File: src/rtl/riscv_defines.sv
// Shared word/register widths, the EX->WB entry type and the skid-buffer state encoding.
package riscv_defines;

  localparam int unsigned RISCV_WORD_WIDTH     = 32;
  localparam int unsigned RISCV_REG_ADDR_WIDTH = 5;

  typedef struct packed {
    logic [RISCV_WORD_WIDTH-1:0]     data;
    logic [RISCV_REG_ADDR_WIDTH-1:0] rd_addr;
    logic                            we;
  } ex_wb_entry_t;

  typedef enum logic [1:0] {
    SKB_EMPTY = 2'd0,
    SKB_FULL  = 2'd1,
    SKB_SKID  = 2'd2
  } skid_state_e;

  // Builds a writeback entry; x0 is hard-wired to zero, so its write enable is dropped here.
  function automatic ex_wb_entry_t make_entry(
    input logic [RISCV_WORD_WIDTH-1:0]     data,
    input logic [RISCV_REG_ADDR_WIDTH-1:0] rd_addr,
    input logic                            we
  );
    ex_wb_entry_t e;
    e.data    = data;
    e.rd_addr = rd_addr;
    e.we      = we && (rd_addr != {RISCV_REG_ADDR_WIDTH{1'b0}});
    return e;
  endfunction

endpackage

File: src/rtl/ex_wb_skid.sv
// Generic 2-entry skid buffer over ex_wb_entry_t; the input ready is a pure register output.
module ex_wb_skid
  import riscv_defines::*;
(
  input  logic         clk_i,
  input  logic         rst_i,
  input  logic         in_valid_i,
  output logic         in_ready_o,
  input  ex_wb_entry_t in_entry_i,
  output logic         out_valid_o,
  input  logic         out_ready_i,
  output ex_wb_entry_t out_entry_o
);

  skid_state_e  state_q, state_d;
  ex_wb_entry_t main_q, main_d;
  ex_wb_entry_t skid_q, skid_d;
  logic         ready_q, ready_d;
  logic         push_s, pop_s;

  assign push_s = in_valid_i && ready_q;
  assign pop_s  = (state_q != SKB_EMPTY) && out_ready_i;

  // Next-state, storage update and registered-ready computation.
  always_comb begin
    state_d = state_q;
    main_d  = main_q;
    skid_d  = skid_q;
    case (state_q)
      SKB_EMPTY: begin
        if (push_s) begin
          main_d  = in_entry_i;
          state_d = SKB_FULL;
        end else begin
          state_d = SKB_EMPTY;
        end
      end
      SKB_FULL: begin
        if (push_s && pop_s) begin
          main_d = in_entry_i;
        end else if (push_s) begin
          skid_d  = in_entry_i;
          state_d = SKB_SKID;
        end else if (pop_s) begin
          state_d = SKB_EMPTY;
        end else begin
          state_d = SKB_FULL;
        end
      end
      SKB_SKID: begin
        // Ready is low here, so only a pop can move the buffer.
        if (pop_s) begin
          main_d  = skid_q;
          skid_d  = '0;
          state_d = SKB_FULL;
        end else begin
          state_d = SKB_SKID;
        end
      end
      default: begin
        state_d = SKB_EMPTY;
        main_d  = '0;
        skid_d  = '0;
      end
    endcase
    ready_d = (state_d != SKB_SKID);
  end

  // State and storage registers with synchronous reset.
  always_ff @(posedge clk_i) begin
    if (rst_i) begin
      state_q <= SKB_EMPTY;
      main_q  <= '0;
      skid_q  <= '0;
      ready_q <= 1'b1;
    end else begin
      state_q <= state_d;
      main_q  <= main_d;
      skid_q  <= skid_d;
      ready_q <= ready_d;
    end
  end

  assign in_ready_o  = ready_q;
  assign out_valid_o = (state_q != SKB_EMPTY);
  assign out_entry_o = main_q;

endmodule

File: src/rtl/ex_wb_stage.sv
// EX->WB stage: skid-buffered writeback, branch resolution from ALU bit 0, optional forwarding.
// Define EX_WB_FORWARD_EN to drive fwd_*; otherwise those ports are tied to zero.
module ex_wb_stage
  import riscv_defines::*;
(
  input  logic                            clk_i,
  input  logic                            rst_i,
  input  logic                            ex_valid_i,
  output logic                            ex_ready_o,
  input  logic [RISCV_WORD_WIDTH-1:0]     alu_result_i,
  input  logic [RISCV_REG_ADDR_WIDTH-1:0] rd_addr_i,
  input  logic                            rd_we_i,
  input  logic                            is_branch_i,
  input  logic [RISCV_WORD_WIDTH-1:0]     branch_target_i,
  output logic                            wb_valid_o,
  input  logic                            wb_ready_i,
  output logic                            wb_we_o,
  output logic [RISCV_REG_ADDR_WIDTH-1:0] wb_rd_addr_o,
  output logic [RISCV_WORD_WIDTH-1:0]     wb_data_o,
  output logic                            branch_taken_o,
  output logic [RISCV_WORD_WIDTH-1:0]     branch_target_o,
  output logic                            fwd_valid_o,
  output logic [RISCV_REG_ADDR_WIDTH-1:0] fwd_rd_addr_o,
  output logic [RISCV_WORD_WIDTH-1:0]     fwd_data_o
);

  ex_wb_entry_t                in_entry_s;
  ex_wb_entry_t                head_s;
  logic                        head_valid_s;
  logic                        ready_s;
  logic                        accept_s;
  logic                        taken_q, taken_d;
  logic [RISCV_WORD_WIDTH-1:0] target_q, target_d;

  assign in_entry_s = make_entry(alu_result_i, rd_addr_i, rd_we_i);
  assign accept_s   = ex_valid_i && ready_s;

  ex_wb_skid u_skid (
    .clk_i       (clk_i),
    .rst_i       (rst_i),
    .in_valid_i  (ex_valid_i),
    .in_ready_o  (ready_s),
    .in_entry_i  (in_entry_s),
    .out_valid_o (head_valid_s),
    .out_ready_i (wb_ready_i),
    .out_entry_o (head_s)
  );

  assign ex_ready_o   = ready_s;
  assign wb_valid_o   = head_valid_s;
  assign wb_we_o      = head_s.we;
  assign wb_rd_addr_o = head_s.rd_addr;
  assign wb_data_o    = head_s.data;

  // Branch decision: every compare op leaves its outcome in bit 0; independent of writeback stalls.
  always_comb begin
    taken_d  = 1'b0;
    target_d = target_q;
    if (accept_s && is_branch_i) begin
      taken_d  = alu_result_i[0];
      target_d = branch_target_i;
    end else begin
      taken_d  = 1'b0;
    end
  end

  // Branch pulse and target registers.
  always_ff @(posedge clk_i) begin
    if (rst_i) begin
      taken_q  <= 1'b0;
      target_q <= '0;
    end else begin
      taken_q  <= taken_d;
      target_q <= target_d;
    end
  end

  assign branch_taken_o  = taken_q;
  assign branch_target_o = target_q;

`ifdef EX_WB_FORWARD_EN
  // Only the head entry is forwarded; the hazard unit stalls on the skid entry.
  assign fwd_valid_o   = head_valid_s && head_s.we;
  assign fwd_rd_addr_o = head_s.rd_addr;
  assign fwd_data_o    = head_s.data;
`else
  assign fwd_valid_o   = 1'b0;
  assign fwd_rd_addr_o = '0;
  assign fwd_data_o    = '0;
`endif

endmodule

File: config.mk
export PLATFORM = sky130hd
export DESIGN_NAME = ex_wb_stage
export DESIGN_NICKNAME = d
export VERILOG_FILES = /design/src/rtl/riscv_defines.sv /design/src/rtl/ex_wb_skid.sv /design/src/rtl/ex_wb_stage.sv
export SDC_FILE = /design/constraint.sdc
export NUM_CORES = 1
export LEC_CHECK = 0
export ABC_AREA = 1
export CAP_MARGIN = 20
export CELL_PAD_IN_SITES_DETAIL_PLACEMENT = 2
export CELL_PAD_IN_SITES_GLOBAL_PLACEMENT = 2
export CORE_ASPECT_RATIO = 0.9
export CORE_UTILIZATION = 30
export CTS_BUF_LIST = sky130_fd_sc_hd__clkbuf_16
export DETAILED_ROUTE_END_ITERATION = 12
export DONT_BUFFER_PORTS = 1
export GPL_TIMING_DRIVEN = 0
export PLACE_DENSITY = 0.72
export SYNTH_ARGS = -nofsm -noshare
export SYNTH_HDL_FRONTEND = slang
export SYNTH_SLANG_ARGS = --single-unit
File: constraint.sdc
create_clock -name clk_i -period 1.8 [get_ports clk_i]
set_clock_uncertainty 0.1 [all_clocks]
set_input_delay 0.27 -clock clk_i [delete_from_list [all_inputs] [get_ports clk_i]]
set_output_delay 0.27 -clock clk_i [all_outputs]
set_load 0.03 [all_outputs]
Yosys cells after proc, flatten, opt, wreduce, memory -nomap -nowiden

Cells that the tools add are included.

Bitwise gates (word level): 2
Muxes and demuxes: 13
Equal/unequal tests: 8
Reductions and logical operators: 11

Operators by type and width:

| operator             | count |
|---|---|
| $pmux W38 S3         | 2 |
| $mux W38             | 5 |
| $ne A2 B2 Y1 const B | 4 |
| $mux W2              | 3 |
| $pmux W2 S3          | 1 |
| $logic_and A1 B1 Y1  | 5 |
| $reduce_bool A5 Y1   | 1 |
| $ne A2 B1 Y1 const B | 2 |
| $reduce_and A4 Y1    | 1 |
| $reduce_and A3 Y1    | 1 |
| $eq A2 B1 Y1 const B | 1 |
| $eq A2 B2 Y1 const B | 1 |
| $logic_not A2 Y1     | 1 |
| $mux W1              | 2 |
| $not A1 Y1           | 2 |
| $reduce_bool A2 Y1   | 1 |
| $reduce_or A2 Y1     | 1 |

Output and inout bits: 111
Bits in registers: 112
Logic and storage cells: 44

Longest topological paths before layout

Word-level depth: 7
Depth in mapped cells: 10
Depth with buffers taken out: 8

Hierarchy

A second synthesis with hierarchy kept.

Cells, all modules: 789
Area, all modules: 5348.9 um2

Modules (own cells, without submodules):

| module      | cells an instance | area an instance (um2) | seq. area each (um2) | instances |
|---|---|---|---|---|
| ex_wb_skid  | 538               | 3658.5                 | 1581.5               | 1 |
| ex_wb_stage | 251               | 1690.4                 | 660.6                | 1 |

Worst setup path after synthesis

Ideal clock, no wire load.

Kind: reg-to-reg
Start: register u_skid.ready_q (netlist: u_skid.in_ready_o)
End: register u_skid.main_q, in the netlist u_skid.out_entry_o[10]
Data arrival time: 1313 ps
Library setup time: 64 ps
Buffers on the path: 2
Stages on the path, launching flop included: 9
Slack: 323 ps
Cells stage by stage: dfxtp_1 > nand2_1 > nand2_1 > nand2_2 > nand2_2 > buf_6 > buf_2 > nor2_1 > nor2_1

Word-level cells in the longest chain between the ends: 4
Elaborated cells on any way between the ends: 5
Those cells by class: eq/ne: 2; reduce/logical: 3

RTL lines:

| what                          | RTL line         | text |
|---|---|---|
| start: declaration            | ex_wb_skid.sv:18 | `logic ready_q, ready_d;` |
| start signal: assignment      | ex_wb_skid.sv:80 | `ready_q <= ready_d;` |
| $logic_and A1 B1 Y1 *         | ex_wb_skid.sv:21 | `assign push_s = in_valid_i && ready_q;` |
| $logic_and A1 B1 Y1           | ex_wb_skid.sv:39 | `if (push_s && pop_s) begin` |
| $ne A2 B1 Y1 (no line)        | -                |  |
| $reduce_and A3 Y1 (no line) * | -                |  |
| end signal: assignment        | ex_wb_skid.sv:78 | `main_q <= main_d;` |
| end: declaration              | ex_wb_skid.sv:16 | `ex_wb_entry_t main_q, main_d;` |

Every way passes the cells marked *; elsewhere a longest branch is shown, timed or not.
A chain may end at the register's enable or synchronous reset.

Final worst setup path

Start: register u_skid.state_q[1]
End: register u_skid.skid_q[6] (netlist bit)

Word-level cells in the longest chain between the ends: 5
Elaborated cells on any way between the ends: 12
Those cells by class: eq/ne: 5; mux: 1; bitwise: 1; reduce/logical: 5

RTL lines:

| what                        | RTL line         | text |
|---|---|---|
| start: declaration          | ex_wb_skid.sv:15 | `skid_state_e state_q, state_d;` |
| start signal: assignment    | ex_wb_skid.sv:77 | `state_q <= state_d;` |
| $reduce_bool A2 Y1          | ex_wb_skid.sv:22 | `assign pop_s = (state_q != SKB_EMPTY) && out_ready_i;` |
| $logic_and A1 B1 Y1         | ex_wb_skid.sv:22 |  |
| $logic_and A1 B1 Y1         | ex_wb_skid.sv:39 |  |
| $ne A2 B2 Y1 (no line)      | -                |  |
| $reduce_and A4 Y1 (no line) | -                |  |
| end signal: assignment      | ex_wb_skid.sv:79 | `skid_q <= skid_d;` |
| end: declaration            | ex_wb_skid.sv:17 | `ex_wb_entry_t skid_q, skid_d;` |

Several ways; a longest one is shown, not always the timed one.

==> summary.json <==
{
  "die_height_microns": 125,
  "timing.hold.worst.class": "input port to flop",
  "synth_cell_types": 21,
  "worst-slew-pin-transition_ns": 0.546,
  "grt_pass1_vias": 5448,
  "cts.clk_slew.worst_paths_ns": 0.07,
  "die-width_microns": 138,
  "pwr_density_cell_nw_per_um2": 924,
  "post-place-cells": 975,
  "synthesis.area_per_instance_sq_um": 6.87,
  "final.period_utilization_pct": 93.5,
  "numCtsBuffers": 9,
  "diodes": 0,
  "wire_length_of_the_first_global_routing_pass_microns": 28500,
  "critPathLaunchType": "flop",
  "post-dp-hpwl_microns": 12900,
  "track_usage_pct": 21.2,
  "vias_per_inst": 4.78,
  "layout.cells.most_common": "nor2_1",
  "floorplan.core_area_sq_um": 16200,
  "highest_ir_drop_seen_on_vdd_mv": 0.469,
  "num_io_pins": 186,
  "fp.dieArea_sq_um": 17300,
  "flow.area_growth_from_synthesis_pct": 21.2,
  "final-setup-viol-count": 0,
  "placement.io_buffers": 0,
  "timing_worst_setup_path_type": "flop to flop",
  "max_slew_margin_pct": 63.6,
  "nFillCells": 1963,
  "power.leakage_nw": 2.75,
  "crit_required_ns": 1.94,
  "worstSkewPairLatency_ns": 0.35,
  "wl_per_cell_microns": 17.2,
  "critPathArrivalTime_ns": 1.82,
  "max_clock_freq_mhz": 594,
  "grt_overflow_total": 0,
  "critical_path.endpoint_type": "flop",
  "post_cts.repair.setup_buffers": 0,
  "mostFrequentLayoutCells": "181 x nor2_1, 126 x nand2_1, 111 x dfxtp_1, 68 x o21ai_0, 51 x inv_1",
  "cts.htree.levels": 3,
  "initial_utilization_pct": 30.9,
  "layout.cell_area.non_filler_sq_um": 6080,
  "place_ws_ns": -0.186,
  "syn_area_sq_um": 5020,
  "grt_setup_unrepaired": "true",
  "cts_sinks": 112,
  "fp-row-count": 44,
  "maximum_number_of_pins_on_one_net_before_global_route_repair": 16,
  "post-synth-top-area-cell": "dfxtp_1",
  "route.final.wire_length_microns": 17700,
  "cts_root_buffer": "clkbuf_16",
  "nets": 892,
  "tritoncts": "built",
  "crit_fanout": 10,
  "fraction_of_layout_cells_with_a_size_suffix_above_1_pct": 10.4,
  "remaining_drc_errors": 18,
  "post_synth_main_area_contributors": "dfxtp_1 45%, nor2_1 14%, nand2_1 9.4%",
  "drt.antenna.violating_nets": 0,
  "finalHoldViolations": 0,
  "synth_top_area_share_pct": 44.6,
  "vias": 4905,
  "antenna_found_initial": 0,
  "final_core_util_pct": 37.5,
  "postLayoutSetupSlackWorst_ns": 0.117,
  "finalWorstPathRequiredPeriod_ns": 1.68,
  "final_max_slew_viol_count": 0,
  "layout.cells.non_filler": 1027,
  "violations": "design-rule violations",
  "netlist_instances": 731,
  "reg_to_reg_setup_timing_slack_ns": 0.12,
  "ys_ff_latch": 112,
  "synthesis.yosys.warnings": 0,
  "clockBufferDepth": 2,
  "finalWeightedCongestion": 0.746,
  "detailed_place.area_sq_um": 5420,
  "detailedRoute.firstPassIterationCount": 8,
  "drv.max_cap_violation_count": 0,
  "synth-seq-area-share_pct": 44.6,
  "post-layout-total-power_mw": 5.62,
  "outcome": "complete, but fails checks",
  "drt_first_iter_violations": 155
}
[cell type report]
class	count	area (sq um)	share of cell area, %
clock buffer	9	225	3.70
clock inverter	5	18.8	0.308
multi-input combinational	517	2190	35.9
buffer	86	567	9.32
inverter	53	201	3.31
tap	207	259	4.26
sequential	112	2250	36.9
timing repair buffer	38	380	6.25
[flip-flops by register name, indices dropped and copies added, names as in the netlist]
register / cells
u_skid.out_entry_o: 38
u_skid.in_ready_o: 1
branch_target_o: 32
branch_taken_o: 1
u_skid.state_q: 2
u_skid.skid_q: 38
[what timing repair did]
item	4_1_cts	5_1_grt
gates resized for setup	3	20
gates cloned	0	0
hold buffers	38	0
pin swaps	0	1
endpoints found under the setup margin	44	56
endpoints found under the hold margin	38	0
[worst paths after layout]
kind,endpoint,cells past startpoint,from
worst max-delay path,u_skid.skid_q[6],7,u_skid.state_q[1]
worst min-delay path,branch_taken_o,2,alu_result_i[0]
worst max register to register,u_skid.skid_q[6],7,u_skid.state_q[1]
worst min register to register,u_skid.skid_q[24],2,u_skid.skid_q[24]
[cell families after synthesis]
kind of cell           after synthesis  synth area share [%]
and+or+nand+nor                    350                  27.5
DFF                                112                  44.6
AOI/OAI and AO/OA                  129                  12.9
other                                1                0.0747
buffers and inverters              139                  14.8
[stage by stage]
step | setup TNS, ns | hold WS (ns)
after floorplan | 0 | 0.322
after global placement | -0.408 | 0.329
after detailed placement | -3.01 | 0.343
after CTS | 0 | 0.00850
after global routing | -0.148 | 0.0115
final | 0 | 0.0287
[cell usage after synthesis]
cell type,n
nor2_4,1
clkbuf_1,21
o21ai_0,70
nand2_2,4
nand2_1,126
buf_6,6
nand3_1,35
buf_1,4
o21ai_2,1
clkbuf_2,1
buf_2,10
inv_1,49
conb_1,1
o21ai_1,19
nor2_1,181
buf_4,44
inv_2,4
nand3b_1,1
a21oi_1,39
nor3_1,2
dfxtp_1,112
[layer usage]
metal / vias up / global-route usage [%] / routed length (microns)
met4: 0 / 7.67 / 385
met5: - / 0 / 0
li1: 2375 / - / -
met1: 2389 / 24.9 / 7420
met2: 115 / 37.3 / 8940
met3: 26 / 5.38 / 921
[worst max-delay path, stage by stage (launching register included)]
cell and delay [ns]:
dfxtp_1 0.38, buf_4 0.21, nor2_4 0.08, inv_1 0.15, buf_2 0.29, nor2_1 0.08
o21ai_0 0.20, nor2_1 0.07
[where the power goes]
part | internal [mW] | switching, mW | total [mW]
Combinational | 0.317 | 0.561 | 0.878
Sequential | 2.64 | 0.334 | 2.97
Clock | 0.901 | 0.876 | 1.78
(Power assumes the default switching activity.)
